===== config.mk =====
export PLATFORM = sky130hd
export DESIGN_NAME = timer_dev
export DESIGN_NICKNAME = d
export VERILOG_FILES = /design/src/rtl/timer_dev.sv
export SDC_FILE = /design/constraint.sdc
export NUM_CORES = 1
export LEC_CHECK = 0
export ABC_AREA = 1
export CORE_MARGIN = 3
export CORE_UTILIZATION = 52
export CTS_BUF_LIST = sky130_fd_sc_hd__clkbuf_2
export DETAILED_ROUTE_END_ITERATION = 8
export HOLD_SLACK_MARGIN = 0.1
export PLACE_DENSITY = 0.89
export SLEW_MARGIN = 15
export SYNTH_ARGS = -nofsm -noshare
export SYNTH_HDL_FRONTEND = slang
export SYNTH_SLANG_ARGS = --single-unit

===== constraint.sdc =====
create_clock -name clk -period 1.9 [get_ports clk]
set_clock_uncertainty 0.2 [all_clocks]
set_input_delay 0.38 -clock clk [delete_from_list [all_inputs] [get_ports clk]]
set_output_delay 0.38 -clock clk [all_outputs]
set_load 0.005 [all_outputs]

===== src/rtl/timer_dev.sv =====
// Countdown timer peripheral on the data-memory store/load path; CTRL/PRESET/COUNT registers, irq on expiry.
// Reads are combinational, writes land on the clock edge; irq is registered. The device never stalls the core.
module timer_dev #(
  parameter int                DATA_W       = 32,
  parameter logic [DATA_W-1:0] RESET_PRESET = '0
) (
  input  logic              clk,
  input  logic              reset,
  input  logic              we,
  input  logic [31:0]       addr,
  input  logic [DATA_W-1:0] wdata,
  output logic [DATA_W-1:0] rdata,
  output logic              irq
);

  typedef enum logic [1:0] {S_IDLE, S_LOAD, S_CNT, S_INT} state_t;

  localparam logic [DATA_W-1:0] ONE = {{(DATA_W-1){1'b0}}, 1'b1};

  state_t            state_q, state_d;
  logic [3:0]        ctrl_q, ctrl_d;
  logic [DATA_W-1:0] preset_q, preset_d;
  logic [DATA_W-1:0] count_q, count_d;
  logic              int_flag_q, int_flag_d;
  logic              irq_q;
  logic              en, auto_reload, wr_ctrl, wr_preset, fsm_set;
  logic              unused_addr;

  assign en          = ctrl_q[0];
  assign auto_reload = (ctrl_q[2:1] == 2'b01);
  assign wr_ctrl     = we && (addr[3:2] == 2'd0);
  assign wr_preset   = we && (addr[3:2] == 2'd1);
  assign unused_addr = ^{addr[31:4], addr[1:0]};

  always_comb begin
    state_d    = state_q;
    ctrl_d     = ctrl_q;
    preset_d   = preset_q;
    count_d    = count_q;
    int_flag_d = int_flag_q;
    fsm_set    = 1'b0;
    case (state_q)
      S_IDLE: if (en) state_d = S_LOAD;
      S_LOAD: begin
        count_d = preset_q;
        state_d = en ? S_CNT : S_IDLE;
      end
      S_CNT: begin
        if (!en) begin
          state_d = S_IDLE;
        end else if (count_q > ONE) begin
          count_d = count_q - ONE;
        end else begin
          count_d = '0;
          state_d = S_INT;
          fsm_set = 1'b1;
        end
      end
      S_INT: begin
        if (auto_reload) begin
          int_flag_d = 1'b0;
          state_d    = en ? S_LOAD : S_IDLE;
        end else begin
          ctrl_d[0] = 1'b0;
          state_d   = S_IDLE;
        end
      end
      default: state_d = S_IDLE;
    endcase
    // Software writes override the FSM's EN clear, but an expiry on the same edge still sets the flag.
    if (wr_ctrl)   ctrl_d   = wdata[3:0];
    if (wr_preset) preset_d = wdata;
    if (wr_ctrl || wr_preset) int_flag_d = 1'b0;
    if (fsm_set)   int_flag_d = 1'b1;
  end

  always_ff @(posedge clk or negedge reset) begin
    if (!reset) begin
      state_q    <= S_IDLE;
      ctrl_q     <= '0;
      preset_q   <= RESET_PRESET;
      count_q    <= '0;
      int_flag_q <= 1'b0;
      irq_q      <= 1'b0;
    end else begin
      state_q    <= state_d;
      ctrl_q     <= ctrl_d;
      preset_q   <= preset_d;
      count_q    <= count_d;
      int_flag_q <= int_flag_d;
      irq_q      <= int_flag_d & ctrl_d[3];
    end
  end

  always_comb begin
    case (addr[3:2])
      2'd0:    rdata = {{(DATA_W-4){1'b0}}, ctrl_q};
      2'd1:    rdata = preset_q;
      2'd2:    rdata = count_q;
      default: rdata = '0;
    endcase
  end

  assign irq = irq_q;

endmodule

==> Word level (Yosys, flattened, before mapping) <==
Cells that the tools add are included.
{ "op_classes": {"n_reduce_logical": 10, "mux": 21, "magnitude_cmp": 1, "add_sub_neg": 1, "n_bitwise": 1, "n_eq_ne": 10} }
{ "op_table": {"columns": ["cell", "n"], "rows": [
  ["32-bit one-hot mux with 3 select lines", 1],
  ["32-bit 2-to-1 mux", 2],
  ["32-bit one-hot mux with 2 select lines", 1],
  ["32-bit by 1-bit greater-than comparator with 1-bit output, second input constant", 1],
  ["32-bit by 1-bit subtractor with 32-bit output, second input constant", 1],
  ["1-bit 2-to-1 mux", 11],
  ["2-bit 2-to-1 mux", 4],
  ["2-bit one-hot mux with 4 select lines", 1],
  ["2-bit by 1-bit equality test with 1-bit output, second input constant", 3],
  ["2-bit equality test, second input constant", 3],
  ["2-bit AND reduction", 3],
  ["2-bit logical NOT", 2],
  ["4-bit 2-to-1 mux", 1],
  ["2-bit != test, second input constant", 2],
  ["2-bit nonzero test", 2],
  ["3-bit != test, second input constant", 1],
  ["1-bit logical AND", 2],
  ["2-bit by 1-bit != test with 1-bit output, second input constant", 1],
  ["1-bit AND", 1],
  ["1-bit logical OR", 1]
]} }
{ "word_totals": {"word_cells": 52, "register_bits": 72, "output_inout_bits": 33, "in_bits": 67} }

==> Depth between registers and ports, before layout <==
Gate-level depths: netlist of run 1.
{ "depth": {"word_depth": 6, "ltp_mapped": 12, "depth_no_buf": 11} }

==> Least setup slack after synthesis of run 1 <==
No wires, ideal clock.
{ "synth_path": {"path_kind": "register to register", "from": "register count_q[0]", "to": "register count_q[23]", "path_stages_with_launch": 13, "path_buffers": 1, "setup_slack_ns": 0.112, "setup_time_ns": 0.122, "arrival_ns": 1.466, "synth_period_minus_slack_ns": 1.788, "required_ns": 1.578, "cell_sequence": "dfrtp_1 inv_1 ha_1 inv_1 nand2_1 nand2_1 nor2_1 nand2_1 nor2_2 nor2_4 buf_4 nand3_1 a21oi_1"} }
{ "synth_via": {"elab_chain_len": 4, "word_cells_on_any_way": 5, "cone_classes": "add/sub (1); order compare (1); mux (3)"} }
{ "synth_lines": {"columns": ["item", "line_no", "source"], "rows": [
  ["from (decl)", "23", "logic [DATA_W-1:0] count_q, count_d;"],
  ["from (signal assigned)", "89", "count_q <= count_d;"],
  ["32-bit by 1-bit subtractor with 32-bit output / 32-bit by 1-bit greater-than comparator with 1-bit output (equally long branches)", "52, 51", null],
  ["32-bit 2-to-1 mux *", "51", "end else if (count_q > ONE) begin"],
  ["32-bit 2-to-1 mux *", "49", "if (!en) begin"],
  ["32-bit one-hot mux with 2 select lines *", "42", "case (state_q)"]
]} }
Every way passes the cells marked *; elsewhere a longest branch is shown, timed or not. The select of a mux whose other input is x is not followed.
A chain may end at the register's enable or synchronous reset.

==> Worst setup path in the final report of run 1 <==
{ "layout_path": {"from": "register count_q[12]", "to": "register state_q[0]"} }
{ "layout_via": {"elab_chain_len": 3} }
{ "layout_lines": {"columns": ["item", "line_no", "source"], "rows": [
  ["32-bit by 1-bit greater-than comparator with 1-bit output", "51", null],
  ["3-bit != test (no line)", null, null],
  ["2-bit AND reduction (no line)", null, null],
  ["to (signal assigned)", "86", "state_q <= state_d;"],
  ["to (decl)", "20", "state_t state_q, state_d;"]
]} }
No other way between the ends.

==> run summary, run 1 <==
Status: finished, violations left
Failing checks: setup timing
Vias in the first global route: 5024
Fraction of layout instances using a drive strength above 1: 34.4%
Port-buffer cells: 69
Initial antenna violation count: 0
Via count: 4949
Clock-pin slew on the worst setup and hold paths: 0.21 ns
Top-Level Pins: 100
Adder-cell area share of the yosys netlist: 0.578%
Pre-Repair DR Iteration Count: 5
Post-Syn Instances: 584
Number of diodes: 0
Final period utilization: 107%
Nets: 816
LEAKAGE: 2.83 nW
Root cell of the clock tree: clkbuf_2
Final Hold Fails: 0
Full die area: 0.00946 mm^2
Net Count, Synth: 653
Slew Limit Headroom: 64.6%
Synth Area in Simple Gates: 25.9%
Final HPWL from detailed placement: 9230 um
Via-to-Cell Ratio: 5.80
Placed Cells: 778
Clock latency on the worst-skew pair: 0.56 ns
Crit path DAT: 2.32 ns
Final Max Slew Viols: 0
FP Rows: 32
RSZ-0062 raised after global routing: yes
Final setup fails: 41
Initial Util: 54.9%
Reg2reg path depth: 10
VDD IR-drop max: 0.661 mV
PwrDens: 1240 mW/mm^2
Cell variety after synth: 26
Hold slack: 0.142 ns
GRT Util Overall: 31.6%
Mapped Area: 0.00433 mm^2
Worst min-delay path class: in -> async
Total wire length: 15300 um
Max cap viols: 0
CTS H-tree lvls: 3
Max Clk Rate: 492 MHz
Largest family of logic cells by synthesized area: simple AND/OR/NAND/NOR gates
Clk sinks: 72
Critical setup path kind: reg -> reg
Overflow after GRT: 0
Compound-Gate Fraction of Synth Area: 14.8%
Crit Path Max Fanout: 6
Post-synthesis mux area share: 7.54%
Gpl congestion: 0.914
Clock Path Buffers: 2
Commonest non-fill, non-tap cell in the layout: nand2_1
Commonest non-fill, non-tap cells in the layout: nand2_1 (130), buf_4 (84), dfrtp_1 (72)
CTS Buf Count: 9
Setup ws final: -0.132 ns
Largest net degree at the start of global routing: 73
DR WL/cell: 17.9 um
Area grow syn2layout: 41.3%
Synth Area in XOR/XNOR: 1.62%
Core box area: 0.00789 mm^2
Synth Warn #: 0
CTS tree: yes
Seq cells post-synth: 72
Critical Path RT: 2.19 ns
Global-route wire length before repair: 24100 um
Worst setup EP type: register
CP startpoint kind: register
Worst-Margin Slew: 0.525 ns
R2R Setup Slk: -0.13 ns
Die extent in y: 97.3 um
Syn Area/Cell: 7.42 um^2
Die Width: 97.3 um
Finished Layout Cells: 854
Post-route DRC: 0
Seq/Total Area, Yosys: 41.6%
ANT nets after route: 0
Min Tclk post-route: 2.03 ns
DR iter-0 viols: 272
-- through the flow --
step,setup slack (ns),total power [mW],setup TNS (ns),utilization (%),cell area (um^2)
floorplan,0.112,4.27,0,-,4330
global placement,-0.640,5.44,-35.67,68.9,5440
detailed placement,-0.675,5.59,-40.92,68.9,5440
CTS,-0.113,7.05,-0.829,74.7,5900
global route,-0.215,8.07,-5.57,77.6,6120
finish,-0.132,7.60,-1.85,77.6,6120
-- sequential cells by signal, summed over array words and instances, names as in the netlist --
signal      cells
count_q        32
ctrl_q          4
int_flag_q      1
irq             1
preset_q       32
state_q         2
-- metal layers --
layer | GRT usage [%] | vias up | share of wire, %
li1 | - | 2231 | -
met1 | 38.4 | 2375 | 39
met2 | 53.9 | 289 | 49
met3 | 4.95 | 54 | 8.4
met4 | 16.6 | 0 | 3.8
met5 | 0 | - | 0
-- cell type report --
| type | count | area (um^2) |
|---|---|---|
| flip-flops and latches | 72 | 1800 |
| well taps | 102 | 128 |
| repair buffers | 172 | 1470 |
| clock buffers | 9 | 45.0 |
| multi-input cells | 430 | 2380 |
| inverters | 62 | 235 |
| clock inverters | 7 | 62.6 |
| fillers | 559 | 1770 |
-- worst paths after layout --
check / from / endpoint
setup / recovery: count_q[12]$_DFFE_PN0P_ / state_q[0]$_DFFE_PN0P_
hold / removal: reset / count_q[23]$_DFFE_PN0P_
setup reg to reg: count_q[12]$_DFFE_PN0P_ / state_q[0]$_DFFE_PN0P_
hold reg to reg: ctrl_q[1]$_DFFE_PN0P_ / ctrl_q[1]$_DFFE_PN0P_
max in group asynchronous: reset / count_q[26]$_DFFE_PN0P_
min in group clk: addr[2] / ctrl_q[1]$_DFFE_PN0P_
-- cell families after synthesis --
family	count (synthesis)
flops	72
simple gates	273
buf+inv	83
mux	29
fa+ha+maj	2
xor+xnor	8
compound gates	117
-- where the power goes --
part | internal [mW] | switching, mW | leakage, nW
registers | 2.03 | 0.436 | 0.841
clock network | 0.289 | 0.586 | 0.0628
logic | 1.96 | 2.30 | 1.93
total | 4.28 | 3.32 | 2.83
-- synthesized netlist by cell type --
cell        n  area [um^2]
a211oi_2    1         12.5
a21oi_1    55          275
a21oi_4     1         16.3
a22oi_1    10         75.1
buf_2       6         30.0
buf_4       5         37.5
buf_6       1         11.3
clkbuf_1    9         33.8
dfrtp_1    72         1800
ha_1        2         25.0
inv_1      61          229
inv_2       1         3.75
mux2_2     29          327
nand2_1   142          533
nand2_2     1         6.26
nand3_1    32          160
nand4_1     6         37.5
nor2_1     81          304
nor2_2      6         37.5
nor2_4      3         33.8
nor3_1      2         10.0
o211ai_1    4         30.0
o21ai_0    44          220
o21ai_1     1         5.00
o22ai_1     1         6.26
xor2_1      8         70.1
-- critical path, stage by stage, from the launching register on --
cell and delay, ns:
dfrtp_1 0.44, buf_4 0.16, nor2_2 0.13, nand2_1 0.11
nor2_4 0.15, nand2_1 0.11, nor2_4 0.20, nor2_4 0.08
buf_6 0.14, buf_4 0.13, a211oi_2 0.12
-- timing repair --
action / CTS / global route
setup buffers: 44 / 13
gates resized for setup: 202 / 55
pin swaps: 15 / 27
endpoints found under the setup margin: 66 / 66
hold buffers: 1 / 0
cloned: 4 / 0
hold endpoints to repair: 72 / 0
No activity file was read; power rests on OpenSTA's default activity.
==> inputs of run 2 (changes only) <==
- CORE_UTILIZATION: 52 -> 56
- PLACE_DENSITY: 0.89 -> 0.94
- clock period: 1.9 -> 2.4 ns (I/O delays scaled with it)
==> run summary, run 2 (synthesized netlist as in run 1, its figures left out) <==
Status: finished, final reports clean
DR WL/cell: 16.5 um (-7.9%)
Crit Path Max Fanout: 17 (+11)
Clock latency on the worst-skew pair: 0.54 ns (-0.02 ns)
CP startpoint kind: register
Port-buffer cells: 69 (unchanged)
Most Frequent Cell on Critical Path: nand2_1
Die extent in y: 94.0 um (-3.4%)
Design Area, Final: 0.00534 mm^2 (-13%)
FP Rows: 31 (-3.1%)
Die Width: 94.0 um (-3.4%)
Via-to-Cell Ratio: 5.72 (-1.2%)
Initial Util: 58.8% (+3.9 points)
Slowest CP cell: dfrtp_1
Commonest non-fill, non-tap cell in the layout: nand2_1
GRT Util Overall: 30.0% (-1.6 points)
Max Clk Rate: 443 MHz (-10%)
Largest stage delay on the critical path: 0.41 ns (-0.03 ns)
Final HPWL from detailed placement: 8450 um (-8.5%)
Post-layout util: 72.5% (-5.1 points)
Final Hold Fails: 0 (unchanged)
CP Buf/Inv Count: 2 (-1)
Vias in the first global route: 4128 (-18%)
Pre-Repair DR Iteration Count: 6 (+1)
Pre-CTS setup slack: -0.327 ns (+0.348 ns)
Clock Path Buffers: 2 (unchanged)
Finished Layout Cells: 768 (-10%)
RSZ-0062 raised after global routing: no
Biggest regs: count_q: 32 flops, preset_q: 32 flops, ctrl_q: 4 flops
CP Cell Sequence: inv_1 > ha_1 > inv_1 > nand2_1 > nand2_1 > nor2_1 > nand2_1 > nor2_2 > nor2_4 > nand3_1 > a21oi_1
Placed Cells: 741 (-4.8%)
Top-Level Pins: 100 (unchanged)
LEAKAGE: 2.40 nW (-15%)
Initial antenna violation count: 0 (unchanged)
Clk sinks: 72 (unchanged)
Area grow syn2layout: 23.3%
Fraction of layout instances using a drive strength above 1: 14.5% (-20 points)
PwrDens: 904 mW/mm^2 (-27%)
CP top delay family: simple AND/OR/NAND/NOR gates
Final Max Slew Viols: 0 (unchanged)
Final setup fails: 0 (-100%)
Full die area: 0.00883 mm^2 (-6.7%)
ANT nets after route: 0 (unchanged)
Worst min-delay path class: in -> async
Via count: 4396 (-11%)
Crit path DAT: 2.52 ns (+0.20 ns)
Overflow after GRT: 0 (unchanged)
Clock-pin slew on the worst setup and hold paths: 0.22 ns (about the same)
Worst-Margin Slew: 0.476 ns (-0.0488 ns)
Post-route DRC: 0 (unchanged)
Worst setup EP type: register
Gpl congestion: 0.932 (+2.0%)
Global-route wire length before repair: 20700 um (-14%)
Max cap viols: 0 (unchanged)
Critical setup path kind: reg -> reg
CTS H-tree lvls: 3 (unchanged)
DR iter-0 viols: 326 (+20%)
Final period utilization: 94.1% (-13 points)
Largest net degree at the start of global routing: 73 (unchanged)
Commonest non-fill, non-tap cells in the layout: nand2_1 (142), nor2_1 (80), dfrtp_1 (72)
Root cell of the clock tree: clkbuf_2
Total wire length: 12700 um (-17%)
Hold slack: 0.260 ns (+0.118 ns)
CTS tree: yes
Slew Limit Headroom: 68.2% (+3.5 points)
VDD IR-drop max: 0.623 mV (-5.9%)
CTS Buf Count: 9 (unchanged)
Placed cell areas: 0.00514 mm^2 (-5.5%)
Core box area: 0.00737 mm^2 (-6.6%)
Number of diodes: 0 (unchanged)
Setup ws final: 0.141 ns (+0.273 ns)
Critical Path RT: 2.66 ns (+0.47 ns)
Nets: 733 (-10%)
Min Tclk post-route: 2.26 ns (+0.227 ns)
## run 2: changes by cell type in the layout (fill, tap and decap cells not counted), sizes merged
cell | previous run | this run
dlygate4sd2 | 1 | 8
clkdlybuf4s50 | 33 | 34
clkinvlp | 2 | 1
clkdlybuf4s15 | 0 | 9
bufbuf | 0 | 1
clkbuf | 9 | 10
buf | 137 | 36
## run 2: power breakdown
part,switching (mW),leakage [nW],internal [mW]
combinational,1.23,1.49,0.812
sequential,0.477,0.841,1.61
clock,0.459,0.0693,0.239
total,2.17,2.40,2.66
## run 2: through the flow
| stage | setup TNS, ns | power (mW) |
|---|---|---|
| after floorplan | 0 | 3.38 |
| after global placement | -8.78 | 4.00 |
| after detailed placement | -9.29 | 4.12 |
| after CTS | 0 | 4.78 |
| after global routing | 0 | 5.17 |
| final | 0 | 4.83 |
## run 2: tightest hold or removal path, stage by stage
cell and delay (ns):
dlygate4sd3_1 0.52, buf_2 0.12, buf_12 0.32
## run 2: worst paths after layout
check                                   startpoint                        to  slack (ns)  cells past startpoint
setup / recovery            count_q[0]$_DFFE_PN0P_    count_q[9]$_DFFE_PN0P_        0.14                     11
hold / removal                               reset  preset_q[12]$_DFFE_PN0P_        0.26                      3
setup reg to reg            count_q[0]$_DFFE_PN0P_    count_q[9]$_DFFE_PN0P_        0.14                     11
hold reg to reg            preset_q[9]$_DFFE_PN0P_   preset_q[9]$_DFFE_PN0P_        0.36                      1
max in group asynchronous                    reset    count_q[9]$_DFFE_PN0P_        1.42                      3
min in group clk                          wdata[1]     ctrl_q[1]$_DFFE_PN0P_        0.29                      3
## run 2: final cells by class
| type | count | area (um^2) |
|---|---|---|
| Clock inverter | 6 | 60.1 |
| Timing Repair Buffer | 89 | 870 |
| Sequential cell | 72 | 1800 |
| Inverter | 62 | 233 |
| Tap cell | 99 | 124 |
| Fill cell | 577 | 2030 |
| Multi-Input combinational cell | 430 | 2200 |
| Clock buffer | 10 | 50.0 |
## run 2: layer usage
| metal | vias up | share of wire, % | track usage, % |
|---|---|---|---|
| li1 | 2071 | - | - |
| met1 | 2090 | 42 | 40.8 |
| met2 | 212 | 49 | 49.1 |
| met3 | 23 | 6.8 | 4.65 |
| met4 | 0 | 1.8 | 9.75 |
| met5 | - | 0 | 0 |
## run 2: what timing repair did
action	4_1_cts	5_1_grt
hold buffers	1	0
endpoints found under the setup margin	34	16
gates resized for setup	105	2
gates cloned	4	0
setup buffers	6	0
hold endpoints to repair	72	0
pin swaps	2	1
